`src/rtl/elev_pkg.sv`:
```
// Shared types and defaults for the elevator call scheduler and elevator_design.
package elev_pkg;

  localparam int DEF_NUM_FLOORS = 8;
  localparam int DEF_FLOOR_W    = 3;

  typedef enum logic [1:0] {
    IDLE,
    MOVE_UP,
    MOVE_DOWN,
    DOOR
  } state_e;

  typedef enum logic {
    DIR_UP,
    DIR_DOWN
  } dir_e;

  typedef enum logic [1:0] {
    SEL_NEAREST,
    SEL_ABOVE,
    SEL_BELOW
  } sel_mode_e;

endpackage

```
`src/rtl/elev_target_sel.sv`:
```
// Combinational target search over the pending-call vector.
// ABOVE: lowest pending floor strictly above cur_floor.
// BELOW: highest pending floor strictly below cur_floor.
// NEAREST: closer of the two, ties go to the floor above.
module elev_target_sel
  import elev_pkg::*;
#(
  parameter int NUM_FLOORS = DEF_NUM_FLOORS,
  parameter int FLOOR_W    = DEF_FLOOR_W
) (
  input  logic [NUM_FLOORS-1:0] pending,
  input  logic [FLOOR_W-1:0]    cur_floor,
  input  sel_mode_e             mode,
  output logic                  found,
  output logic [FLOOR_W-1:0]    floor
);

  logic               above_found;
  logic               below_found;
  logic [FLOOR_W-1:0] above_floor;
  logic [FLOOR_W-1:0] below_floor;
  logic [FLOOR_W:0]   dist_above;
  logic [FLOOR_W:0]   dist_below;

  // Priority scans: the closest qualifying floor is visited last and wins
  always_comb begin
    above_found = 1'b0;
    above_floor = '0;
    below_found = 1'b0;
    below_floor = '0;
    for (int i = NUM_FLOORS - 1; i >= 0; i--) begin
      if (pending[i] && (i > int'(cur_floor))) begin
        above_found = 1'b1;
        above_floor = FLOOR_W'(i);
      end
    end
    for (int i = 0; i < NUM_FLOORS; i++) begin
      if (pending[i] && (i < int'(cur_floor))) begin
        below_found = 1'b1;
        below_floor = FLOOR_W'(i);
      end
    end
  end

  assign dist_above = {1'b0, above_floor} - {1'b0, cur_floor};
  assign dist_below = {1'b0, cur_floor} - {1'b0, below_floor};

  // Mode select; nearest prefers the floor above on an equal distance
  always_comb begin
    found = 1'b0;
    floor = cur_floor;
    case (mode)
      SEL_ABOVE: begin
        found = above_found;
        floor = above_floor;
      end
      SEL_BELOW: begin
        found = below_found;
        floor = below_floor;
      end
      default: begin
        if (above_found && (!below_found || (dist_above <= dist_below))) begin
          found = 1'b1;
          floor = above_floor;
        end else if (below_found) begin
          found = 1'b1;
          floor = below_floor;
        end
      end
    endcase
  end

endmodule

```
`src/rtl/elev_call_scheduler.sv`:
```
// SCAN call scheduler in front of elevator_design: latches calls, picks the
// next floor, drives up/down/target and times the door dwell.
module elev_call_scheduler
  import elev_pkg::*;
#(
  parameter int NUM_FLOORS  = DEF_NUM_FLOORS,
  parameter int FLOOR_W     = DEF_FLOOR_W,
  parameter int DOOR_CYCLES = 4
) (
  input  logic                  clk,
  input  logic                  rst,
  input  logic [NUM_FLOORS-1:0] call_req,
  input  logic [FLOOR_W-1:0]    cur_floor,
  output logic                  up,
  output logic                  down,
  output logic [FLOOR_W-1:0]    target,
  output logic                  door_open,
  output logic [NUM_FLOORS-1:0] pending,
  output logic                  busy
);

  localparam int                 DW         = (DOOR_CYCLES > 1) ? $clog2(DOOR_CYCLES) : 1;
  localparam logic [DW-1:0]      DWELL_LOAD = DW'(DOOR_CYCLES - 1);
  localparam logic [FLOOR_W-1:0] TOP_FLOOR  = FLOOR_W'(NUM_FLOORS - 1);

  state_e                  state_q, state_d;
  dir_e                    dir_q, dir_d;
  logic [DW-1:0]           dwell_q, dwell_d;
  logic [NUM_FLOORS-1:0]   pending_q, pending_d;
  logic                    up_q, up_d;
  logic                    down_q, down_d;
  logic [FLOOR_W-1:0]      target_q, target_d;
  logic                    door_q, door_d;

  logic [FLOOR_W-1:0]      cur_eff;
  logic [NUM_FLOORS-1:0]   cur_bit;
  logic [NUM_FLOORS-1:0]   pend_eff;
  logic [NUM_FLOORS-1:0]   clr_mask;
  logic                    near_found, up_found, dn_found;
  logic [FLOOR_W-1:0]      near_floor, up_floor, dn_floor;

  // Out-of-range floor readings are treated as the top floor
  assign cur_eff  = (cur_floor > TOP_FLOOR) ? TOP_FLOOR : cur_floor;
  assign cur_bit  = NUM_FLOORS'(1) << cur_eff;
  // Calls arriving this cycle take part in this cycle's decision
  assign pend_eff = pending_q | call_req;

  elev_target_sel #(.NUM_FLOORS(NUM_FLOORS), .FLOOR_W(FLOOR_W)) u_sel_near (
    .pending(pend_eff), .cur_floor(cur_eff), .mode(SEL_NEAREST),
    .found(near_found), .floor(near_floor)
  );

  elev_target_sel #(.NUM_FLOORS(NUM_FLOORS), .FLOOR_W(FLOOR_W)) u_sel_up (
    .pending(pend_eff), .cur_floor(cur_eff), .mode(SEL_ABOVE),
    .found(up_found), .floor(up_floor)
  );

  elev_target_sel #(.NUM_FLOORS(NUM_FLOORS), .FLOOR_W(FLOOR_W)) u_sel_dn (
    .pending(pend_eff), .cur_floor(cur_eff), .mode(SEL_BELOW),
    .found(dn_found), .floor(dn_floor)
  );

  // Next-state and registered-output decisions for the SCAN controller
  always_comb begin
    state_d  = state_q;
    dir_d    = dir_q;
    dwell_d  = dwell_q;
    up_d     = 1'b0;
    down_d   = 1'b0;
    door_d   = 1'b0;
    target_d = target_q;
    case (state_q)
      IDLE: begin
        if (|(pend_eff & cur_bit)) begin
          state_d  = DOOR;
          door_d   = 1'b1;
          target_d = cur_eff;
          dwell_d  = DWELL_LOAD;
        end else if (near_found) begin
          target_d = near_floor;
          if (near_floor > cur_eff) begin
            state_d = MOVE_UP;
            up_d    = 1'b1;
          end else begin
            state_d = MOVE_DOWN;
            down_d  = 1'b1;
          end
        end
      end
      MOVE_UP: begin
        if (cur_eff == target_q) begin
          state_d  = DOOR;
          dir_d    = DIR_UP;
          door_d   = 1'b1;
          target_d = cur_eff;
          dwell_d  = DWELL_LOAD;
        end else if (up_found) begin
          up_d     = 1'b1;
          target_d = up_floor;
        end else begin
          state_d = IDLE;
        end
      end
      MOVE_DOWN: begin
        if (cur_eff == target_q) begin
          state_d  = DOOR;
          dir_d    = DIR_DOWN;
          door_d   = 1'b1;
          target_d = cur_eff;
          dwell_d  = DWELL_LOAD;
        end else if (dn_found) begin
          down_d   = 1'b1;
          target_d = dn_floor;
        end else begin
          state_d = IDLE;
        end
      end
      default: begin
        door_d   = 1'b1;
        target_d = cur_eff;
        if (|(call_req & cur_bit)) begin
          dwell_d = DWELL_LOAD;
        end else if (dwell_q != '0) begin
          dwell_d = dwell_q - DW'(1);
        end else begin
          door_d = 1'b0;
          if (up_found && ((dir_q == DIR_UP) || !dn_found)) begin
            state_d  = MOVE_UP;
            up_d     = 1'b1;
            target_d = up_floor;
          end else if (dn_found) begin
            state_d  = MOVE_DOWN;
            down_d   = 1'b1;
            target_d = dn_floor;
          end else begin
            state_d = IDLE;
          end
        end
      end
    endcase
  end

  // The served floor's call is absorbed while the door is (or is about to be) open
  always_comb begin
    clr_mask = '0;
    if ((state_q == DOOR) || (state_d == DOOR)) clr_mask = cur_bit;
    pending_d = pend_eff & ~clr_mask;
  end

  // State and output registers; reset drops all calls immediately
  always_ff @(posedge clk or posedge rst) begin
    if (rst) begin
      state_q   <= IDLE;
      dir_q     <= DIR_UP;
      dwell_q   <= '0;
      pending_q <= '0;
      up_q      <= 1'b0;
      down_q    <= 1'b0;
      target_q  <= '0;
      door_q    <= 1'b0;
    end else begin
      state_q   <= state_d;
      dir_q     <= dir_d;
      dwell_q   <= dwell_d;
      pending_q <= pending_d;
      up_q      <= up_d;
      down_q    <= down_d;
      target_q  <= target_d;
      door_q    <= door_d;
    end
  end

  assign up        = up_q;
  assign down      = down_q;
  assign target    = target_q;
  assign door_open = door_q;
  assign pending   = pending_q;
  assign busy      = (state_q != IDLE);

endmodule

```
`config.mk`:
```
export PLATFORM = sky130hd
export DESIGN_NAME = elev_call_scheduler
export DESIGN_NICKNAME = d
export VERILOG_FILES = /design/src/rtl/elev_pkg.sv /design/src/rtl/elev_target_sel.sv /design/src/rtl/elev_call_scheduler.sv
export SDC_FILE = /design/constraint.sdc
export NUM_CORES = 1
export LEC_CHECK = 0
export CELL_PAD_IN_SITES_DETAIL_PLACEMENT = 1
export CELL_PAD_IN_SITES_GLOBAL_PLACEMENT = 1
export CORE_ASPECT_RATIO = 1.4
export CORE_MARGIN = 2
export CORE_UTILIZATION = 41
export CTS_BUF_LIST = sky130_fd_sc_hd__clkbuf_4 sky130_fd_sc_hd__clkbuf_8
export CTS_CLUSTER_DIAMETER = 100
export DETAILED_ROUTE_END_ITERATION = 10
export GPL_TIMING_DRIVEN = 0
export PLACE_DENSITY_LB_ADDON = 0.1
export SYNTH_ARGS = -nofsm -noshare
export SYNTH_HDL_FRONTEND = slang
export SYNTH_SLANG_ARGS = --single-unit
export TNS_END_PERCENT = 1
```
`constraint.sdc`:
```
create_clock -name clk -period 5.4 [get_ports clk]
set_input_delay 0.81 -clock clk [delete_from_list [all_inputs] [get_ports clk]]
set_output_delay 0.81 -clock clk [all_outputs]
set_load 0.05 [all_outputs]
```
==> results of run 1 <==
[cells by family (layout without fill, tap and decap cells)]
logic type | count (synthesis) | in the layout
AO/OA/AOI/OAI | 113 | 113
XOR/XNOR | 5 | 5
adder cells (fa/ha/maj) | 21 | 21
buffers and inverters | 38 | 94
flip-flops | 19 | 19
multiplexers | 8 | 8
AND/OR/NAND/NOR | 80 | 80
[state kept, by name (all words and copies together) (netlist names)]
register   flops
door_open      1
dir_q          1
down           1
up             1
dwell_q        2
state_q        2
target         3
pending        8
[metrics by stage]
step / hold slack (ns) / instances
floorplan: 0.485 / 284
global placement: 0.499 / 378
detailed placement: 0.512 / 378
CTS: 0.529 / 401
global route: 0.573 / 408
finish: 0.527 / 408
[synth_stat cells, drive strengths merged (7+ instances only)]
library cell and number:
dfrtp 19, buf 7, nand2 18, ha 19
a31oi 7, clkbuf 8, inv 22, nor2 30
o21ai 22, nand3 7, a22oi 7, a21oi 24
nor3 7
[per-layer routing]
| layer | routed length (um) | vias to the layer above | GRT usage (%) | share of wire [%] |
|---|---|---|---|---|
| met4 | 282 | 0 | 14.5 | 3.1 |
| li1 | - | 1194 | - | - |
| met2 | 4890 | 80 | 54.2 | 54 |
| met5 | 0 | - | 0 | 0 |
| met1 | 3610 | 1325 | 33.8 | 40 |
| met3 | 333 | 24 | 5.05 | 3.7 |
[what timing repair did]
item	in CTS	in global routing
gates resized for setup	55	26
pin swaps	21	20
buffers inserted	19	7
endpoints found under the setup margin	12	10
[where the power goes]
part	switching [uW]	internal, uW
clock	54.1	51.5
combinational	749	494
sequential	85.3	205
total	888	750
[final cells by class]
type	instances	share of cell area (%)
clock inverters	1	0.158
clock buffers	3	1.30
inverters	23	2.76
plain buffers	15	3.55
repair buffers	52	13.6
well taps	68	2.68
multi-input cells	227	60.9
flip-flops and latches	19	15.0
[worst register-to-register path, stage by stage (launching register included)]
cell and delay (ns):
sky130_fd_sc_hd__dfrtp_1 0.49, sky130_fd_sc_hd__nor4_4 0.40, sky130_fd_sc_hd__o32ai_4 0.15, sky130_fd_sc_hd__a2bb2oi_1 0.15
sky130_fd_sc_hd__a31o_2 0.24, sky130_fd_sc_hd__buf_4 0.15, sky130_fd_sc_hd__fa_2 0.56, sky130_fd_sc_hd__inv_2 0.04
sky130_fd_sc_hd__ha_4 0.27, sky130_fd_sc_hd__nand4_1 0.16, sky130_fd_sc_hd__a31oi_4 0.24, sky130_fd_sc_hd__nor2_1 0.06
sky130_fd_sc_hd__a221o_1 0.32, sky130_fd_sc_hd__ha_4 0.29, sky130_fd_sc_hd__nor2b_4 0.15, sky130_fd_sc_hd__o21ai_2 0.07
sky130_fd_sc_hd__a32oi_2 0.27, sky130_fd_sc_hd__a22oi_2 0.10, sky130_fd_sc_hd__a21oi_2 0.18, sky130_fd_sc_hd__o32ai_4 0.15
sky130_fd_sc_hd__o31ai_4 0.36, sky130_fd_sc_hd__a21oi_2 0.10
[path summary, 6_finish.rpt]
path | end | depth (start not counted)
min reg2reg | dwell_q[0] | 1
max reg2reg | pending[5] | 21
min in group asynchronous | dwell_q[1] | 2
max in group asynchronous | dir_q | 2
max | pending[5] | 25
min | dwell_q[0] | 1
==> impl.org, run 1 <==
** Logic synthesis
- Yosys attributes the largest share of cell area to sky130_fd_sc_hd__dfrtp_1, sky130_fd_sc_hd__ha_1, sky130_fd_sc_hd__a21oi_1.
- Compound-Gate Fraction of Synth Area :: between 30% and 40%
- Sequential element share of the synthesized area :: 20.3%
- Among all flip-flop cells after synthesis, the most frequent one is sky130_fd_sc_hd__dfrtp_1.
- Post-synthesis share of cell area spent on xor and xnor gates :: 1.87%
- Synthesis produced a netlist with a net count of between 300 and 400.
- Post-synthesis area per instance :: 8.24 um^2
- Number of enable-type register cells in the synthesized netlist :: 0
- After synthesis the cells add up to approximately 2300 um^2.
- Of the total synthesized cell area, the portion taken by AND, OR, NAND and NOR gates is approximately 17%.
- Count of cell types in the netlist :: 64
- Share of flip-flops with an asynchronous set or reset :: 100%
- sky130_fd_sc_hd__dfrtp_1 takes more of the synthesized area than any other cell.
- Combinational family with the most area after synthesis :: compound AO/OA/AOI/OAI gates
- In this run, synthesis produced a sequential element count of 19.
- Number of synthesis warnings :: 0
- After Yosys synthesis, full adders, half adders and majority gates account for a little under an eighth of the synthesized area.
- Mux contribution to synthesized area :: 4.76%
- Post-synth top area share :: 20.3%
- Synthesis produced approximately 280 cells.

** Detailed routing
- In the routed layout, each cell is associated on average with a via count of between 6 and 7.
- After the first detailed-routing iteration, the DRC count stood at about 220.
- The count of nets left with antenna violations once routing finished came out at 0.
- Total number of vias :: roughly 2600
- For this run, design rule violations remaining after detail routing come to 0.
- Before antenna repair, the detailed router went through 4 iterations.
- Dividing the detail-routed wire length by the instance count gives 22.3 um.
- After detailed routing, the total wire length is 9110 um.

** Setup path
- Type of the setup path with the least slack :: in2reg
- Crit-path max cell delay :: 0.56 ns
- The worst setup path is launched from an input port.
- In this run the register-to-register setup slack is ~0.38 ns.
- The number of buffers and inverters on the critical path is 6.
- The most numerous cell type found on the critical path is sky130_fd_sc_hd__buf_4.
- WP data arrival :: 5.43 ns
- In this run the worst setup path begins at cur_floor[0].
- Critical path peak fanout :: 7
- On the critical path the largest part of the delay comes from compound AO/OA/AOI/OAI gates.
- CP required :: ~5.6 ns
- FF-to-FF Start :: pending[5]
- Slowest CP cell :: sky130_fd_sc_hd__fa_2
- CP Capture Type :: register

** Finish
- Summing all non-filler instances in the final layout gives an area of about 3200 um^2.
- In the final layout, the share of cells above drive strength 1 is a little under a third.
- Nets :: ~380
- The layout has slightly below 700 filler cells.
- For this run, the share of the core covered by cells in the final layout is 57.4%.
- Multi-input gate area :: around 1900 um^2
- Commonest non-fill, non-tap cell in the layout :: sky130_fd_sc_hd__buf_4
- The area growth from synthesis to layout is 35.6%.
- The repair_antennas step left the layout with diodes totalling 0.
- In the layout the commonest cells are sky130_fd_sc_hd__buf_4, sky130_fd_sc_hd__nor2_1, sky130_fd_sc_hd__inv_1, sky130_fd_sc_hd__dfrtp_1.
- Area taken by flip-flops and latches :: between 400 and 500 um^2

** Power and ir drop
- Overall power consumption after layout is estimated at about 1600 uW.
- Leak Pwr :: ~0.0013 uW
- The worst-case IR drop observed on VDD is 0.000326 V.
- Cell area power density :: 517 nW/um^2

** Clock tree
- Hold bufs inserted after CTS :: 0
- In this run the number of H-tree levels came out at 1.
- Clock network latency to the later pin of the worst-skew pair :: between 0.2 and 0.3 ns
- Total number of clock tree sinks :: 19
- CTS placed an instance of sky130_fd_sc_hd__clkbuf_8 at the clock tree root.
- Clock tree synthesis inserted a total of 3 buffers.
- TritonCTS built the clock tree.
- Clock Pin Slew Worst Setup and Hold Paths :: roughly 0.080 ns
- Buffer levels on the longest clock path :: 2

** Timing
- For this run, the top clock speed supported by timing is between 150 and 200 MHz.
- The max-slew violation count is 0.
- Period minus WS final :: around 5.3 ns
- Least-Margin Pin Slew :: between 0.8 and 0.9 ns
- Tightest slew margin relative to the limit :: 45.7%
- Of the available clock period, the critical path in the final layout requires 97.8%.
- Setup TNS after final layout :: 0 ns
- Hold Fails Final Rpt :: 0
- Final worst-path setup slack :: between 0.1 and 0.15 ns
- Number of setup violations in the final report :: 0
- Final clock skew :: around 0.0021 ns

** Global route
- Number of global-route vias before repair :: roughly 2800
- Entering global routing, the biggest net connects 20 pins.
- The first global-routing pass estimated 14400 um of wire.
- The initial antenna violation count is 0.
- Remaining global-route overflow :: 0
- In the global route stage, overall resource usage came out at a little under a third.

** Worst hold path
- In this run the most critical hold path is launched from dwell_q[0].
- Worst min-delay path class :: reg2reg

** Placed design
- Detailed Place HPWL :: roughly 6400 um
- Last weighted congestion value of the routability-driven placer :: about 0.91
- Cell Area, Placed :: about 2700 um^2
- At the placement stage, the worst setup path has a slack of -1.38 ns.
- IO Port Bufs :: 26

** Die
- In this run the horizontal extent of the chip is between 60 and 70 um.
- Once the floorplan was initialized, standard cells occupied ~42% of the core.
- Cell Rows :: 32
- Pin placement for this block handled 28 I/O pins.
- The floorplan step set the die height to 93.4 um.
- Die Outline Area :: 6340 um^2
- The region available for standard cell placement spans 5530 um^2.

** Run status
- Outcome :: completed

** Run
- Across the run, the number of max-cap violations was 0.
Power figures use the tool's default switching activity.
==> inputs of run 2 (changes only) <==
--- a/config.mk
+++ b/config.mk
@@ -5,11 +5,11 @@
 export SDC_FILE = /design/constraint.sdc
 export NUM_CORES = 1
 export LEC_CHECK = 0
+export ABC_CLOCK_PERIOD_IN_PS = 5400
 export CELL_PAD_IN_SITES_DETAIL_PLACEMENT = 1
 export CELL_PAD_IN_SITES_GLOBAL_PLACEMENT = 1
 export CORE_ASPECT_RATIO = 1.4
-export CORE_MARGIN = 2
-export CORE_UTILIZATION = 41
+export CORE_UTILIZATION = 30
 export CTS_BUF_LIST = sky130_fd_sc_hd__clkbuf_4 sky130_fd_sc_hd__clkbuf_8
 export CTS_CLUSTER_DIAMETER = 100
 export DETAILED_ROUTE_END_ITERATION = 10
==> run 2 against run 1 <==
- clock power about the same
- sequential share of layout area shrank 0.065 points
- maximum frequency rose by 1.2%
- non-clock buffer count decreased by 4
- utilization shrank 15 points
- highest routed layer unchanged
- wire length rose by 2.5%
- combinational power hardly changed
- via count fell by 3.9%
- die area grew 29%
- critical path depth is 2 lower
- largest power group unchanged
==> impl.org, run 2 (synthesis results as in run 1) <==
** Global route
- Remaining global-route overflow :: 0 (unchanged)
- The number of global-route vias before repair is 2688 (-4.8%).
- The largest net degree at the start of global routing is 20 (unchanged).
- Antenna violations before repair :: 0 (unchanged)
- The first-pass GRT wire length came to 14700 um (+2.4%).
- The global router's overall resource usage is 23.6% (-6.8 points).

** Finish
- The area taken by multi-input logic gates came to 1940 um^2 (+0.52%).
- Growth of design area from synthesis to finish :: 36.1%
- The fraction of final layout cells with drive strength greater than 1 came to 29.5% (-0.54 points).
- The number of nets in the final layout is 371 (-1.1%).
- The post-route non-filler standard cell count came to 433 (+6.1%).
- Flip-flop count of the largest register after layout :: 8 (unchanged)
- Antenna diode instance count :: 0 (unchanged)
- Area taken by flip-flops and latches :: 475 um^2 (unchanged)
- Commonest non-fill, non-tap cell in the layout :: sky130_fd_sc_hd__buf_4
- Commonest non-fill, non-tap cells in the layout :: sky130_fd_sc_hd__buf_4, sky130_fd_sc_hd__nor2_1, sky130_fd_sc_hd__a21oi_1, sky130_fd_sc_hd__dfrtp_1, sky130_fd_sc_hd__nand2_1
- The number of fill cells in the layout is 891 (+31%).

** Setup path
- Critical Path, Cell by Cell :: clkbuf_2 -> nor4_4 -> o32ai_4 -> a2bb2oi_1 -> a31o_2 -> buf_4 -> fa_2 -> inv_2 -> ha_4 -> nand4_1 -> a31oi_4 -> nor2_1 -> a221o_1 -> ha_4 -> nor2b_4 -> o21ai_1 -> a32oi_2 -> a22oi_2 -> a21oi_2 -> o32ai_4 -> o31ai_2 -> buf_4 -> a21oi_1
- CP required :: 5.54 ns (about the same)
- The largest fanout on the critical path is 4 (-3).
- The worst setup path is launched from an input port.
- The worst setup path is captured at a register.
- The largest incremental delay on the critical path came to 0.56 ns (about the same).
- The slowest stage of the critical path is the sky130_fd_sc_hd__fa_2 cell.
- The worst path arrival time was 5.35 ns (-0.08 ns).
- Type of the setup path with the least slack :: in2reg

** Die
- The number of primary I/O pins came to 28 (unchanged).
- The placeable core area came to 7450 um^2 (+35%).
- Cell Rows :: 37 (+16%)
- Die span in y :: 106 um (+14%)
- The initial standard-cell utilization of the core came to 31.4% (-11 points).
- The horizontal extent of the die is 76.6 um (+13%).
- The die outline area was 8160 um^2 (+29%).

** Timing
- The transition time at the pin with the least slew margin came to 0.893 ns (+0.0850 ns).
- The max-slew violation count came to 0 (unchanged).
- Hold Fails Final Rpt :: 0 (unchanged)
- Final clock skew :: 0.00685 ns (+0.00479 ns)
- The maximum achievable frequency was 192 MHz (+1.2%).
- The final worst setup slack is 0.181 ns (+0.0647 ns).
- The count of endpoints failing setup in the final report was 0 (unchanged).
- Period minus WS final :: 5.22 ns (-0.0647 ns)
- The final critical-path share of the clock period came to 96.7% (-1.2 points).
- The worst slew margin relative to its limit was 40.0% (-5.7 points).
- Post-Route Hold Slack :: 0.529 ns (+0.00170 ns)

** Placed design
- The detailed placement HPWL came to 6930 um (+8.1%).
- The number of buffer cells added on primary ports came to 26 (unchanged).
- Last weighted congestion value of the routability-driven placer :: 0.878 (-3.9%)
- Post-Place Setup Slack :: -1.45 ns (-0.0632 ns)
- Total placed cells including tap cells :: 407 (+7.7%)

** Clock tree
- The number of buffers inserted for hold repair after clock tree synthesis is 0 (unchanged).
- Clock Pin Slew Worst Setup and Hold Paths :: 0.07 ns (about the same)
- CTS H-tree lvls :: 1 (unchanged)
- Clock network latency to the later pin of the worst-skew pair :: 0.26 ns (about the same)
- The tree is rooted in a sky130_fd_sc_hd__clkbuf_8.
- The number of CTS-inserted buffers came to 3 (unchanged).
- Clock tree from TritonCTS :: built
- The maximum buffer depth of the clock tree is 2 (unchanged).
- The sink count of the clock tree was 19 (unchanged).

** Power and ir drop
- Leak Pwr :: 0.00127 uW (-2.4%)
- Cell area power density :: 520 nW/um^2 (+0.56%)
- Peak ir drop on the vdd network :: 0.000171 V (-47%)
- The total power draw came to 1660 uW (+1.0%).

** Detailed routing
- The total number of vias was 2522 (-3.9%).
- Per-cell routed wire length :: 21.6 um (-3.5%)
- Routed WL :: 9340 um (+2.5%)
- The length of the first detailed-routing pass in iterations was 4 (unchanged).
- The via density per instance was 5.82 (-9.4%).
- Detailed Route Iter0 Violations :: 148 (-34%)
- DRC violation count after routing :: 0 (unchanged)
- The residual antenna-violating net count after detailed routing is 0 (unchanged).

** Run
- Max-cap violations :: 0 (unchanged)

** Worst hold path
- Worst min-delay path class :: reg2reg

** Run status
- Outcome :: completed
run 2: worst max-delay path, delay by kind of cell:
kind            cells  cell delay, ns
simple gates        4            0.74
compound gates     12            2.18
buf+inv             4            0.49
fa+ha+maj           3            1.12
run 2: path summary, 6_finish.rpt:
check | start | endpoint | slack [ns] | depth (start not counted)
worst max-delay path | call_req[5] | pending[4] | 0.18 | 23
worst min-delay path | dwell_q[0] | dwell_q[0] | 0.53 | 1
worst max register to register | pending[5] | pending[4] | 0.36 | 22
worst min register to register | dwell_q[0] | dwell_q[0] | 0.53 | 1
max in group asynchronous | rst | target[2] | 3.91 | 2
min in group asynchronous | rst | down | 0.99 | 2
run 2: stage by stage:
step | util (%) | setup TNS, ns | instance area [um^2]
final | 42.7 | 0 | 3190
after global routing | 42.7 | -0.0448 | 3190
after CTS | 41.1 | 0 | 3070
after detailed placement | 36.5 | -15.40 | 2720
after global placement | 36.5 | -14.25 | 2720
after floorplan | - | 0 | 2340
run 2: power by group:
part           total (uW)  switching, uW  internal [uW]  leakage (uW)
logic                1260            750            511       0.00104
registers             289           84.6            205      0.000204
clock network         104           53.0           51.5     0.0000255
run 2: per-layer routing:
metal | wire (um) | global-route usage, % | share of wire, %
met1 | 3870 | 26.6 | 41
met5 | 0 | 0 | 0
met3 | 272 | 3.09 | 2.9
met4 | 425 | 10.9 | 4.6
met2 | 4770 | 43.5 | 51
run 2: what timing repair did:
item	CTS	global route
resized for setup	53	36
setup buffers	17	6
endpoints found under the setup margin	12	12
pin swaps	19	17
endpoints found under the hold margin	0	0
run 2: layout make-up:
type | instances | share of cell area [%]
Inverter | 23 | 2.79
Tap cell | 97 | 3.81
Clock inverter | 1 | 0.157
Clock buffer | 3 | 1.30
Sequential cell | 19 | 14.9
Timing Repair Buffer | 49 | 12.6
Buffer | 14 | 3.42
Multi-Input combinational cell | 227 | 61.0
==> inputs of run 3 (changes only) <==
--- a/config.mk
+++ b/config.mk
@@ -15,6 +15,7 @@
 export DETAILED_ROUTE_END_ITERATION = 10
 export GPL_TIMING_DRIVEN = 0
 export PLACE_DENSITY_LB_ADDON = 0.1
+export SETUP_SLACK_MARGIN = 0.5
 export SYNTH_ARGS = -nofsm -noshare
 export SYNTH_HDL_FRONTEND = slang
 export SYNTH_SLANG_ARGS = --single-unit
==> run 3 against run 2 <==
- clock skew rose by 0.010 ns
- combinational power rose by 4%
- maximum frequency fell by 0.12%
- register-to-register slack got worse by 0.05 ns
- power rose by 3.8%
- sequential cell count did not move
- first-iteration DRC count fell by 9.5%
- via count rose by 4.2%
- utilization rose by 3.4 points
==> impl.org, run 3 (synthesis results as in run 1) <==
** Power and ir drop
- The total power draw came to 1720 uW (+3.8%).
- Leak Pwr :: 0.00137 uW (+8.0%)
- Cell area power density :: 499 nW/um^2 (-3.9%)
- Peak ir drop on the vdd network :: 0.000207 V (+21%)

** Clock tree
- Clock network latency to the later pin of the worst-skew pair :: 0.28 ns (+0.02 ns)
- Clk Tree Root Cell :: sky130_fd_sc_hd__clkbuf_8
- The clock input transition at the sequential cells of the worst setup and hold paths is 0.07 ns (about the same).
- The number of H-tree branching levels was 1 (unchanged).
- The sink count of the clock tree came to 19 (unchanged).
- Buffer levels on the longest clock path :: 2 (unchanged)
- TritonCTS built the clock tree.
- CTS buffer count :: 3 (unchanged)

** Timing
- Setup repair after global routing could not meet its margin everywhere.
- Least-Margin Pin Slew :: 0.831 ns (-0.0618 ns)
- The number of endpoints with negative hold slack in the final report is 0 (unchanged).
- Share of the cycle needed by the critical path after routing :: 96.8% (+0.12 points)
- The final period demand of the worst path came to 5.23 ns (+0.00644 ns).
- Final Slew Violations :: 0 (unchanged)
- Highest Clock Rate :: 191 MHz (-0.12%)
- The count of endpoints failing setup in the final report is 0 (unchanged).
- The clock tree skew after final layout came to 0.0172 ns (+0.0103 ns).
- The worst slew margin relative to its limit came to 44.2% (+4.2 points).
- The worst slack on hold paths is 0.518 ns (-0.0113 ns).

** Finish
- Flip-flop count of the largest register after layout :: 8 (unchanged)
- # fillers :: 871 (-2.2%)
- The top cell types in the final layout, fill and taps aside, are sky130_fd_sc_hd__buf_4, sky130_fd_sc_hd__nor2_1, sky130_fd_sc_hd__dfrtp_1.
- Antenna diode instance count :: 0 (unchanged)
- Nets :: 384 (+3.5%)
- Share of cells above drive strength 1 :: 36.1% (+6.6 points)
- Fraction of the core area covered by cells at the end of the flow :: 46.2% (+3.4 points)
- Leaving out fill and tap cells, the most frequent cell in the layout is sky130_fd_sc_hd__buf_4.
- The area growth from synthesis to layout is 47.1%.

** Setup path
- The largest fanout on the critical path is 8 (+4).
- FF-to-FF Start :: pending[5]
- WP data arrival :: 5.41 ns (+0.06 ns)
- The count of buffer and inverter cells on the critical path was 5 (+1).
- Reg-to-reg slack, setup :: 0.31 ns (-0.05 ns)
- Crit-path max cell delay :: 0.54 ns (-0.02 ns)
- Family with the most delay on the worst path :: compound AO/OA/AOI/OAI gates
- The worst reg2reg path depth was 22 (unchanged).
- Kind of start point of the critical path :: input port
- The worst register-to-register path ends at pending[4].
- STA classifies the critical path endpoint as a register.
- CP dominant cell by count :: sky130_fd_sc_hd__ha_4
- The setup path with the least slack is of type in2reg.
- The largest individual stage delay along the critical path comes from the cell sky130_fd_sc_hd__fa_2.
- CP required :: 5.59 ns (+0.05 ns)

** Placed design
- Last weighted congestion value of the routability-driven placer :: 0.868 (-1.2%)
- The number of buffer cells added on primary ports came to 26 (unchanged).
- The detailed placement HPWL is 6900 um (-0.31%).

** Die
- The die outline height came to 106 um (unchanged).
- Cell Rows :: 37 (unchanged)
- The placeable core area is 7450 um^2 (unchanged).
- Ports :: 28 (unchanged)
- The initial standard-cell utilization of the core is 31.4% (unchanged).
- The horizontal extent of the die is 76.6 um (unchanged).
- The die outline area is 8160 um^2 (unchanged).

** Detailed routing
- Detailed Route Iter0 Violations :: 134 (-9.5%)
- The via density per instance is 5.89 (+1.2%).
- Per-cell routed wire length :: 22.1 um (+2.7%)
- Total number of vias :: 2628 (+4.2%)
- Routed WL :: 9870 um (+5.7%)
- The DRC violations left is 0 (unchanged).
- The residual antenna-violating net count after detailed routing is 0 (unchanged).
- TritonRoute pass-1 iters :: 4 (unchanged)

** Run
- Max-cap violations :: 0 (unchanged)

** Worst hold path
- Endpoint with the worst hold slack :: dwell_q[0]
- In this run the worst hold path is classified as reg2reg.
- The number of cells traversed by the worst hold path came to 1 (unchanged).
- Start point of the worst min-delay path :: dwell_q[0]

** Global route
- Number of global-route vias before repair :: 2699 (+0.41%)
- The largest net degree at the start of global routing came to 20 (unchanged).
- The initial antenna violation count is 0 (unchanged).
- The global router's overall resource usage is 23.9% (+0.27 points).
- Remaining global-route overflow :: 0 (unchanged)
- The first-pass GRT wire length is 14900 um (+1.5%).

** Run status
- Outcome :: completed
[run 3: what timing repair did]
item / CTS / global route
resized for setup: 68 / 42
buffers inserted: 26 / 9
hold buffers: 0 / 0
pin swaps: 27 / 28
endpoints found under the setup margin: 14 / 12
cloned: 0 / 0
[run 3: through the flow]
step	area, um^2	TNS (ns)	std cells	worst slack (ns)
after floorplan	2390	0	284	0.307
after global placement	2780	-11.44	407	-1.14
after detailed placement	2780	-12.66	407	-1.23
after CTS	3190	0	437	0.131
after global routing	3440	0	446	0.0136
final	3440	0	446	0.174
[run 3: worst max-delay path by stage]
stage,startpoint,end,cells after the start
after floorplan,cur_floor[1],pending[0],23
after global placement,cur_floor[2],pending[5],24
after detailed placement,cur_floor[2],pending[7],24
after CTS,cur_floor[0],pending[1],24
after global routing,cur_floor[0],pending[7],25
final,cur_floor[0],pending[4],25
[run 3: final cells by class]
class	count	area, um^2	area share [%]
clock buffer	3	41.3	1.20
tap	97	121	3.53
inverter	23	87.6	2.54
clock inverter	1	5.00	0.145
buffer	15	146	4.25
sequential	19	475	13.8
multi-input combinational	227	2040	59.3
timing repair buffer	61	526	15.3
[run 3: power by group]
part	total [uW]	switching (uW)	internal (uW)
clock network	110	58.0	51.6
registers	294	89.7	204
logic	1310	777	537
[run 3: layer usage]
layer	vias up	share of wire, %	global-route usage, %
met5	-	0	0
met4	0	4.1	9.20
met3	33	3.3	3.61
met2	72	53	45.0
met1	1317	40	26.5
li1	1206	-	-
[run 3: worst reg2reg max path, cell delays in order (launching register included)]
cell                        delay [ns]
sky130_fd_sc_hd__dfrtp_1          0.49
sky130_fd_sc_hd__nor4_4           0.46
sky130_fd_sc_hd__o32ai_4          0.16
sky130_fd_sc_hd__a2bb2oi_2        0.18
sky130_fd_sc_hd__a31o_2           0.24
sky130_fd_sc_hd__buf_6            0.13
sky130_fd_sc_hd__fa_2             0.57
sky130_fd_sc_hd__inv_2            0.05
sky130_fd_sc_hd__ha_4             0.22
sky130_fd_sc_hd__a21oi_4          0.15
sky130_fd_sc_hd__o21ai_4          0.09
sky130_fd_sc_hd__a31oi_4          0.21
sky130_fd_sc_hd__nor2_2           0.05
sky130_fd_sc_hd__a221o_1          0.32
sky130_fd_sc_hd__ha_4             0.30
sky130_fd_sc_hd__nor2b_4          0.13
sky130_fd_sc_hd__o21ai_2          0.07
sky130_fd_sc_hd__a32oi_4          0.28
sky130_fd_sc_hd__nor3_2           0.09
sky130_fd_sc_hd__o32ai_2          0.40
sky130_fd_sc_hd__buf_4            0.19
sky130_fd_sc_hd__o31ai_4          0.09
sky130_fd_sc_hd__a21oi_1          0.14
